$ cat src/rtl/uart_rx.sv
// UART receiver: 8N1 framing with mid-bit sampling, one-cycle valid/frame_err strobes.
// Define UART_RX_PARITY_EN to add an even-parity bit before stop and the parity_err port.
module uart_rx #(
  parameter int unsigned CLKS_PER_BIT = 16
) (
  input  logic       clk,
  input  logic       rst,
  input  logic       rx_in,
  output logic [7:0] data,
  output logic       valid,
  output logic       frame_err,
  output logic       busy,
`ifdef UART_RX_PARITY_EN
  output logic       parity_err,
`endif
  output logic [2:0] dbg_state_o
);

  localparam logic [7:0] HALF_M1 = 8'(CLKS_PER_BIT / 2 - 1);
  localparam logic [7:0] BIT_M1  = 8'(CLKS_PER_BIT - 1);

  typedef enum logic [2:0] {
    S_IDLE   = 3'd0,
    S_START  = 3'd1,
    S_DATA   = 3'd2,
    S_PARITY = 3'd3,
    S_STOP   = 3'd4
  } state_t;

  state_t     state_q, state_d;
  logic       sync1_q, rx_s_q, rx_prev_q;
  logic [7:0] cnt_q, cnt_d;
  logic [2:0] idx_q, idx_d;
  logic [7:0] shift_q, shift_d;
  logic [7:0] data_q, data_d;
  logic       valid_q, valid_d;
  logic       frame_err_q, frame_err_d;
`ifdef UART_RX_PARITY_EN
  logic       par_q, par_d;
  logic       parity_err_q, parity_err_d;
`endif

  // rx_prev resets low so a line held low across reset release never looks like a start edge.
  always_ff @(posedge clk or posedge rst) begin
    if (rst) begin
      sync1_q   <= 1'b0;
      rx_s_q    <= 1'b0;
      rx_prev_q <= 1'b0;
    end else begin
      sync1_q   <= rx_in;
      rx_s_q    <= sync1_q;
      rx_prev_q <= rx_s_q;
    end
  end

  always_ff @(posedge clk or posedge rst) begin
    if (rst) begin
      state_q      <= S_IDLE;
      cnt_q        <= 8'd0;
      idx_q        <= 3'd0;
      shift_q      <= 8'd0;
      data_q       <= 8'd0;
      valid_q      <= 1'b0;
      frame_err_q  <= 1'b0;
`ifdef UART_RX_PARITY_EN
      par_q        <= 1'b0;
      parity_err_q <= 1'b0;
`endif
    end else begin
      state_q      <= state_d;
      cnt_q        <= cnt_d;
      idx_q        <= idx_d;
      shift_q      <= shift_d;
      data_q       <= data_d;
      valid_q      <= valid_d;
      frame_err_q  <= frame_err_d;
`ifdef UART_RX_PARITY_EN
      par_q        <= par_d;
      parity_err_q <= parity_err_d;
`endif
    end
  end

  always_comb begin
    state_d      = state_q;
    cnt_d        = cnt_q;
    idx_d        = idx_q;
    shift_d      = shift_q;
    data_d       = data_q;
    valid_d      = 1'b0;
    frame_err_d  = 1'b0;
`ifdef UART_RX_PARITY_EN
    par_d        = par_q;
    parity_err_d = 1'b0;
`endif
    case (state_q)
      S_IDLE: begin
        if (rx_prev_q && !rx_s_q) begin
          state_d = S_START;
          cnt_d   = 8'd0;
        end
      end
      S_START: begin
        cnt_d = cnt_q + 8'd1;
        if (cnt_q == HALF_M1) begin
          cnt_d   = 8'd0;
          idx_d   = 3'd0;
          state_d = rx_s_q ? S_IDLE : S_DATA;
        end
      end
      S_DATA: begin
        cnt_d = cnt_q + 8'd1;
        if (cnt_q == BIT_M1) begin
          cnt_d          = 8'd0;
          shift_d[idx_q] = rx_s_q;
          if (idx_q == 3'd7) begin
`ifdef UART_RX_PARITY_EN
            state_d = S_PARITY;
`else
            state_d = S_STOP;
`endif
          end else begin
            idx_d = idx_q + 3'd1;
          end
        end
      end
`ifdef UART_RX_PARITY_EN
      S_PARITY: begin
        cnt_d = cnt_q + 8'd1;
        if (cnt_q == BIT_M1) begin
          cnt_d   = 8'd0;
          par_d   = rx_s_q ^ (^shift_q);
          state_d = S_STOP;
        end
      end
`endif
      S_STOP: begin
        cnt_d = cnt_q + 8'd1;
        if (cnt_q == BIT_M1) begin
          cnt_d   = 8'd0;
          state_d = S_IDLE;
          if (rx_s_q) begin
            data_d       = shift_q;
            valid_d      = 1'b1;
`ifdef UART_RX_PARITY_EN
            parity_err_d = par_q;
`endif
          end else begin
            frame_err_d = 1'b1;
          end
        end
      end
      default: state_d = S_IDLE;
    endcase
  end

  assign data        = data_q;
  assign valid       = valid_q;
  assign frame_err   = frame_err_q;
  assign busy        = (state_q != S_IDLE);
  assign dbg_state_o = state_q;
`ifdef UART_RX_PARITY_EN
  assign parity_err  = parity_err_q;
`endif

endmodule

$ cat config.mk
export PLATFORM = sky130hd
export DESIGN_NAME = uart_rx
export DESIGN_NICKNAME = d
export VERILOG_FILES = /design/src/rtl/uart_rx.sv
export SDC_FILE = /design/constraint.sdc
export NUM_CORES = 1
export LEC_CHECK = 0
export ABC_CLOCK_PERIOD_IN_PS = 3700
export CAP_MARGIN = 25
export CORE_MARGIN = 3
export CORE_UTILIZATION = 23
export DETAILED_ROUTE_END_ITERATION = 16
export GPL_ROUTABILITY_DRIVEN = 1
export GPL_TIMING_DRIVEN = 0
export PLACE_DENSITY_LB_ADDON = 0.2
export SLEW_MARGIN = 20
export SYNTH_ARGS = -nofsm -noshare
export SYNTH_HDL_FRONTEND = slang
export SYNTH_SLANG_ARGS = --single-unit
export TNS_END_PERCENT = 50
$ cat constraint.sdc
create_clock -name clk -period 3.7 [get_ports clk]
set_clock_uncertainty 0.2 [all_clocks]
set_input_delay 0.37 -clock clk [delete_from_list [all_inputs] [get_ports clk]]
set_output_delay 0.37 -clock clk [all_outputs]
set_load 0.005 [all_outputs]
==> results of run 1 <==
[flip-flops by register name (all words and copies together), names as in the netlist]
name         flops
frame_err        1
shift_q          8
idx_q            3
rx_s_q           1
rx_prev_q        1
valid            1
sync1_q          1
cnt_q            8
dbg_state_o      3
data             8
[kinds of logic (layout without fill, tap and decap cells)]
group / Yosys count / in the layout / synth area share [%]
AOI/OAI and AO/OA: 20 / 20 / 8.69
buffers and inverters: 13 / 38 / 3.31
muxes: 19 / 19 / 12.6
and+or+nand+nor: 63 / 63 / 20.0
xor gates and xnor gates: 2 / 2 / 1.03
DFF: 35 / 35 / 51.5
adders and majority gates: 4 / 4 / 2.80
[power by group]
group | switching, mW | total (mW) | internal, mW
sequential | 0.0384 | 0.454 | 0.416
combinational | 0.166 | 0.290 | 0.124
clock | 0.140 | 0.292 | 0.153
[metal layers]
layer	up-vias	track usage [%]
li1	600	-
met1	604	12.6
met2	20	15.3
met3	6	2.87
met4	0	4.08
met5	-	0
[metrics by stage]
stage	cell area (um2)	setup WS [ps]	power [mW]
2_1_floorplan	1700	1490	0.651
3_3_place_gp	1980	1230	0.756
3_5_place_dp	2000	1220	0.757
4_1_cts	2090	1170	1.06
5_1_grt	2090	1090	1.12
6_report	2090	1180	1.04
[layout make-up]
| class | instances | area [um2] |
|---|---|---|
| clock buffers | 7 | 86.3 |
| clock inverters | 1 | 8.76 |
| plain buffers | 9 | 41.3 |
| repair buffers | 17 | 180 |
| fillers | 760 | 4890 |
| inverters | 4 | 15.0 |
| well taps | 96 | 120 |
| flip-flops and latches | 35 | 876 |
| multi-input cells | 108 | 767 |
[worst max-delay path by stage]
stage / end / cells past startpoint / start / slack, ps
after floorplan: dbg_state_o[1] / 5 / cnt_q[4] / 1490
after global placement: idx_q[2] / 4 / cnt_q[4] / 1230
after detailed placement: idx_q[1] / 4 / cnt_q[4] / 1220
after CTS: idx_q[2] / 4 / cnt_q[4] / 1170
after global routing: data[6] / 5 / cnt_q[3] / 1090
final: idx_q[2] / 4 / cnt_q[4] / 1180
[cell usage in the layout, fill, tap and decap left out, drive strengths merged, types with 3 or more instances in the layout]
master,n
dfrtp,35
mux2,19
nand2,18
o21ai,6
nor2,12
nand3,5
nor3b,6
nand3b,3
clkbuf,15
nor4,4
ha,3
inv,4
clkdlybuf4s50,16
nor3,3
==> results.json, run 1 <==
{
  "fin_nets": 186,
  "fin_hold_ws_ps": 137,
  "wl_met1_um": 1750,
  "routed-wl-met3_um": 109,
  "synthFlopType": "dfrtp_1",
  "cp-end-kind": "flip-flop",
  "vias": 1230,
  "grt_pass1_wl_um": 6570,
  "viasPerCell": 4.44,
  "fin_crit_sh_pct": 68.0,
  "gp_congestion": 0.745,
  "grt_overflow_total": 0,
  "cts_max_level": 2,
  "core.rowCount": 30,
  "final_cells": 277,
  "tns_ps": 0,
  "synthArstFlopShare_pct": 100,
  "routedWlPerCell_um": 12.8,
  "critPathMaxFanout": 8,
  "ys_types": 40,
  "drv_cap": 0,
  "synth_edf_count": 0,
  "cts.sink_count": 35,
  "synth_warnings": 0,
  "drive_above_1_share_pct": 19.3,
  "hp-class": "in2async",
  "worst_path_dominant_cell_family": "simple AND/OR/NAND/NOR gates",
  "synthToLayoutAreaGrowth_pct": 23.3,
  "required_ps": 3670,
  "rsz0062_at_grt": "false",
  "critPathMaxStageDelay_ps": 700,
  "worstRegToRegCells": 4,
  "synth_common_cells": "dfrtp_1 (35), mux2_2 (19), nand2_1 (18)",
  "drc": 0,
  "synth.most_common_cell": "dfrtp_1",
  "final_core_util_pct": 30.0,
  "leakagePower_nw": 0.916,
  "grt_antenna_before_repair": 0,
  "root_buffer": "clkbuf_8",
  "slew_headroom_pct": 47.8,
  "cts_hold_buf": 0,
  "netlist_instances": 156,
  "maxSlewViolCount": 0,
  "yosys.area.top_type": "dfrtp_1",
  "powerDensity_nw_per_um2": 495,
  "pin_count": 17,
  "die_w_um": 92.0,
  "synth_top_area_share_pct": 51.5,
  "wl_met2_um": 1620,
  "clk_latency_ps": 290,
  "gr-usage-all-layers_pct": 9.78,
  "worst_ep_arrival_time_ps": 2490,
  "setup_viol": 0,
  "ant_nets": 0,
  "status": "finished clean",
  "cts_made_buffers": 5,
  "dieArea_um2": 8450,
  "cts_resized": 0,
  "hold_violations": 0,
  "drt-total-wl_um": 3550,
  "reg2reg_slack_ps": 1180,
  "dp_hpwl_um": 2550,
  "r2r-start": "cnt_q[4]",
  "n_antenna_cell": 0,
  "synth_seq_area_share_pct": 51.5,
  "rr_endpoint": "idx_q[2]",
  "die_h_um": 92.0,
  "grt_pass1_vias": 1326,
  "cts_max_path_buffers": 2,
  "clkTransAtPathRegs_ps": 80,
  "path_class": "reg2reg",
  "drt_pass1_iterations": 4,
  "clock.fmax_mhz": 397,
  "critPathBufInv": 1,
  "top_layer_used": "met4",
  "ir_drop_mv": 0.166,
  "crit_slowest_cell": "nor4_1",
  "initial_utilization_pct": 24.3,
  "dp.cells": 269,
  "syn_area_per_cell_um2": 10.9,
  "core_um2": 6980,
  "postCtsSetupBuffers": 0,
  "cp_cell_sequence": "buf_6 > or4_4 > nor4_1 > mux2_2",
  "worstSetupStartpointType": "flip-flop",
  "syn-num-nets": 162,
  "worst_slew_pin_slew_ps": 779,
  "drt_iter0_drc": 75,
  "grt_max_degree": 25,
  "cts_tree": "built",
  "io_buffers": 16,
  "synth_area_leaders": "dfrtp_1 (52%), mux2_2 (13%), nand2_1 (4.0%)",
  "synth_seq_cells": 35,
  "syn-cell-area_um2": 1700,
  "layout_min_cycle_time_ps": 2520
}
No activity file was read; power rests on OpenSTA's default activity.
==> inputs of run 2 (changes only) <==
--- a/config.mk
+++ b/config.mk
@@ -5,7 +5,7 @@
 export SDC_FILE = /design/constraint.sdc
 export NUM_CORES = 1
 export LEC_CHECK = 0
-export ABC_CLOCK_PERIOD_IN_PS = 3700
+export ABC_CLOCK_PERIOD_IN_PS = 2600
 export CAP_MARGIN = 25
 export CORE_MARGIN = 3
 export CORE_UTILIZATION = 23
==> constraint.sdc (replaced) <==
create_clock -name clk -period 2.6 [get_ports clk]
set_clock_uncertainty 0.2 [all_clocks]
set_input_delay 0.26 -clock clk [delete_from_list [all_inputs] [get_ports clk]]
set_output_delay 0.26 -clock clk [all_outputs]
set_load 0.005 [all_outputs]
==> run 2 against run 1 <==
Hold slack got worse by 110 ps. Highest routed layer unchanged. Count of clock-buffer cells in the layout unchanged. Non-clock buffer count unchanged. Largest cell class unchanged. Via count unchanged. Critical endpoint unchanged. Final area increased by 0.24%. Worst setup slack got worse by 1100 ps. Global-route usage unchanged. Maximum frequency about the same.
==> results.json, run 2 (synthesis results as in run 1) <==
{
  "status": "finished clean",
  "core.rowCount": 30,
  "initial_utilization_pct": 24.3,
  "grt_antenna_before_repair": 0,
  "cts_hold_buf": 0,
  "die_h_um": 92.0,
  "cp-end-kind": "flip-flop",
  "rsz0062_at_grt": "false",
  "cts_made_buffers": 5,
  "drv_cap": 0,
  "vias": 1230,
  "n_antenna_cell": 0,
  "io_buffers": 16,
  "slew_headroom_pct": 47.8,
  "grtUsageMet3_pct": 2.87,
  "rr_endpoint": "idx_q[2]",
  "die_w_um": 92.0,
  "tns_ps": 0,
  "fin_nets": 186,
  "worstRegToRegCells": 4,
  "viasPerCell": 4.44,
  "final_cell_mix": "dfrtp_1 (35), mux2_2 (19), nand2_1 (18)",
  "drt-total-wl_um": 3550,
  "gr-max-usage-layer": "met2",
  "critPathMaxFanout": 8,
  "drive_above_1_share_pct": 19.9,
  "finalWorstSetupSlack_ps": 83.2,
  "cts_tree": "built",
  "fin_crit_sh_pct": 96.8,
  "drt_pass1_iterations": 4,
  "leakagePower_nw": 0.916,
  "clk_latency_ps": 290,
  "root_buffer": "clkbuf_8",
  "layout_min_cycle_time_ps": 2520,
  "core_um2": 6980,
  "gr-usage-all-layers_pct": 9.78,
  "powerDensity_nw_per_um2": 703,
  "worst_slew_pin_slew_ps": 778,
  "required_ps": 2570,
  "cts_max_level": 2,
  "hp-class": "in2async",
  "cts_max_path_buffers": 2,
  "cts.sink_count": 35,
  "worst_ep_arrival_time_ps": 2490,
  "ir_drop_mv": 0.235,
  "worstSetupStartpointType": "flip-flop",
  "drt_iter0_drc": 75,
  "path_class": "reg2reg",
  "place_ws_ps": 118,
  "grt_use_met1_pct": 12.6,
  "reg2reg_slack_ps": 80,
  "synthToLayoutAreaGrowth_pct": 23.6,
  "grt_overflow_total": 0,
  "use_met2_pct": 15.3,
  "final_core_util_pct": 30.1,
  "grt_pass1_wl_um": 6570,
  "layout_commonest_cell": "dfrtp_1",
  "dieArea_um2": 8450,
  "ant_nets": 0,
  "routedWlPerCell_um": 12.8,
  "gp_congestion": 0.745,
  "dp_hpwl_um": 2550,
  "clock.fmax_mhz": 397,
  "maxSlewViolCount": 0,
  "grt_pass1_vias": 1326,
  "r2r-start": "cnt_q[4]",
  "fin_hold_ws_ps": 31.1,
  "grt_max_degree": 25,
  "hold_violations": 0,
  "clkTransAtPathRegs_ps": 80,
  "drc": 0,
  "pin_count": 17,
  "setup_viol": 0,
  "power.total_mw": 1.48
}
==> run 2: layout make-up <==
class                           instances  area [um2]
Buffer                                  9        41.3
Sequential cell                        35         876
Fill cell                             759        4880
Clock buffer                            7        86.3
Clock inverter                          1        8.76
Inverter                                4        15.0
Multi-Input combinational cell        108         772
Tap cell                               96         120
Timing Repair Buffer                   17         180
==> run 2: what timing repair did <==
action,in CTS,in global routing
buffers inserted,0,0
gates resized for setup,0,1
setup endpoints to repair,0,7
hold endpoints to repair,0,0
==> run 2: metal layers <==
layer | wire [um] | vias to the layer above
met1 | 1750 | 604
met5 | 0 | -
met3 | 106 | 6
met2 | 1620 | 18
met4 | 65 | 0
li1 | - | 602
==> run 2: per-stage QoR <==
step | cells | cell area, um2
floorplan | 156 | 1700
global placement | 268 | 1980
detailed placement | 269 | 2000
CTS | 277 | 2090
global route | 277 | 2100
finish | 277 | 2100
==> run 2: report_power, final <==
part           internal [mW]  total (mW)  switching, mW
Combinational          0.176       0.413          0.237
Clock                  0.217       0.415          0.198
Sequential             0.592       0.647         0.0546
Total                  0.985        1.48          0.490
==> run 2: worst max path at each step <==
stage,slack [ps],end,start
after floorplan,390,dbg_state_o[1],cnt_q[4]
after global placement,130,idx_q[2],cnt_q[4]
after detailed placement,120,idx_q[1],cnt_q[4]
after CTS,70,idx_q[2],cnt_q[4]
after global routing,10,idx_q[2],cnt_q[4]
final,80,idx_q[2],cnt_q[4]
==> run 2: critical path, stage by stage (launching register included) <==
cell and delay, ps:
dfrtp_1 380, buf_6 130, or4_4 580, nor4_1 700
mux2_2 410
==> inputs of run 3 (changes only) <==
--- a/config.mk
+++ b/config.mk
@@ -5,11 +5,12 @@
 export SDC_FILE = /design/constraint.sdc
 export NUM_CORES = 1
 export LEC_CHECK = 0
-export ABC_CLOCK_PERIOD_IN_PS = 2600
+export ABC_CLOCK_PERIOD_IN_PS = 3000
 export CAP_MARGIN = 25
-export CORE_MARGIN = 3
+export CORE_MARGIN = 2
 export CORE_UTILIZATION = 23
 export DETAILED_ROUTE_END_ITERATION = 16
+export DONT_BUFFER_PORTS = 1
 export GPL_ROUTABILITY_DRIVEN = 1
 export GPL_TIMING_DRIVEN = 0
 export PLACE_DENSITY_LB_ADDON = 0.2
==> constraint.sdc (replaced) <==
create_clock -name clk -period 3 [get_ports clk]
set_clock_uncertainty 0.2 [all_clocks]
set_input_delay 0.3 -clock clk [delete_from_list [all_inputs] [get_ports clk]]
set_output_delay 0.3 -clock clk [all_outputs]
set_load 0.005 [all_outputs]
==> run 3 against run 2 <==
Sequential cell count is the same. Global-route usage fell by 0.064 points. Total power fell by 17%. Clock power is 20% lower. Routed wire length increased by 1.0%. Maximum frequency rose by 4.0%. Utilization is 3.0 points lower. Critical path depth stayed put. Sequential share of layout area grew 3.1 points. Sequential power decreased by 13%. Die area is 4.3% lower. Final area decreased by 6.9%. Critical path type unchanged.
==> results.json, run 3 (synthesis results as in run 1) <==
{
  "initial_utilization_pct": 23.6,
  "hp-class": "reg2reg",
  "hold_violations": 0,
  "reg2reg_slack_ps": 580,
  "final_core_util_pct": 27.1,
  "grt_overflow_total": 0,
  "final_cells": 266,
  "r2r-start": "cnt_q[4]",
  "worst_ep_arrival_time_ps": 2390,
  "core.rowCount": 31,
  "gr-max-usage-layer": "met2",
  "min-delay-start": "sync1_q",
  "ir_drop_mv": 0.178,
  "grt_use_met1_pct": 12.9,
  "io_buffers": 0,
  "rsz0062_at_grt": "false",
  "status": "finished clean",
  "cts_max_path_buffers": 2,
  "drt_iter0_drc": 46,
  "use_met2_pct": 14.3,
  "cts_made_buffers": 5,
  "path_class": "reg2reg",
  "tns_ps": 0,
  "maxSlewViolCount": 0,
  "synthToLayoutAreaGrowth_pct": 15.1,
  "critPathMaxFanout": 8,
  "dp_hpwl_um": 2500,
  "core_um2": 7210,
  "crit_slowest_cell": "nor4_1",
  "layout_min_cycle_time_ps": 2420,
  "postCtsSetupBuffers": 0,
  "gp_congestion": 0.791,
  "grtUsageMet3_pct": 3.19,
  "clock.fmax_mhz": 413,
  "num-fill-cells": 788,
  "die_w_um": 90.0,
  "n_antenna_cell": 0,
  "final_cell_mix": "dfrtp_1 (35), mux2_2 (19), nand2_1 (18)",
  "viasPerCell": 4.35,
  "layout_commonest_cell": "dfrtp_1",
  "dieArea_um2": 8090,
  "cts_max_level": 2,
  "fin_crit_sh_pct": 80.7,
  "setup_viol": 0,
  "required_ps": 2970,
  "place_ws_ps": 560,
  "cp_cell_sequence": "buf_6 > or4_4 > nor4_1 > mux2_2",
  "drv_cap": 0,
  "drive_above_1_share_pct": 21.0,
  "clkTransAtPathRegs_ps": 70,
  "cp-end-kind": "flip-flop",
  "grt_antenna_before_repair": 0,
  "cts.sink_count": 35,
  "dp.cells": 256,
  "vias": 1158,
  "ant_nets": 0,
  "ff_latch_area_um2": 876,
  "pin_count": 17,
  "routedWlPerCell_um": 13.5,
  "clk_latency_ps": 290,
  "worst_slew_pin_slew_ps": 739,
  "grt_pass1_vias": 1203,
  "grt_max_degree": 23,
  "drt-total-wl_um": 3590,
  "multi_input_area_um2": 767,
  "fin_nets": 172,
  "powerDensity_nw_per_um2": 624,
  "drt_pass1_iterations": 4,
  "die_h_um": 90.0,
  "root_buffer": "clkbuf_8",
  "cts_tree": "built",
  "finalWorstSetupSlack_ps": 580,
  "critPathMaxStageDelay_ps": 610,
  "slew_headroom_pct": 50.5,
  "grt_pass1_wl_um": 6200,
  "timing.critical_path.from": "cnt_q[4]",
  "drc": 0,
  "gr-usage-all-layers_pct": 9.72,
  "worstSetupStartpointType": "flip-flop",
  "leakagePower_nw": 0.864,
  "fin_hold_ws_ps": 149
}
-- run 3: area by class of cell --
type                            count  share of cell area (%)
Inverter                            4                   0.768
Multi-Input combinational cell    108                    39.2
Timing Repair Buffer                3                    2.43
Tap cell                           99                    6.33
Buffer                              9                    2.11
Sequential cell                    35                    44.8
Clock inverter                      2                   0.640
Clock buffer                        6                    3.71
-- run 3: worst max-delay path, delay by kind of cell (launching register included) --
| kind | cells | cell delay, ps |
|---|---|---|
| buffers and inverters | 1 | 130 |
| DFF | 1 | 370 |
| muxes | 1 | 400 |
| and+or+nand+nor | 2 | 1200 |
-- run 3: metal layers --
layer	up-vias	part of all wire (%)
met1	545	50
met4	0	2.2
met5	-	0
met3	6	5.7
met2	25	42
li1	582	-
-- run 3: what timing repair did --
item,4_1_cts,5_1_grt
resized for setup,0,0
endpoints found under the hold margin,36,0
hold buffers,2,0
-- run 3: final timing paths --
| kind | to | depth (start not counted) |
|---|---|---|
| worst min-delay path | rx_s_q | 0 |
| worst max-delay path | idx_q[0] | 4 |
| min in group asynchronous | cnt_q[0] | 2 |
| worst max register to register | idx_q[0] | 4 |
| max in group asynchronous | dbg_state_o[2] | 3 |
| worst min register to register | rx_s_q | 0 |
-- run 3: stage by stage --
stage | cell area (um2) | power (mW)
6_report | 1960 | 1.22
5_1_grt | 1960 | 1.31
4_1_cts | 1960 | 1.24
3_5_place_dp | 1850 | 0.896
3_3_place_gp | 1820 | 0.894
2_1_floorplan | 1700 | 0.803
-- run 3: where the power goes --
group	total (mW)	internal (mW)	switching [mW]	leakage, nW
clock	0.334	0.162	0.172	0.0412
combinational	0.321	0.119	0.202	0.347
sequential	0.565	0.513	0.0516	0.476
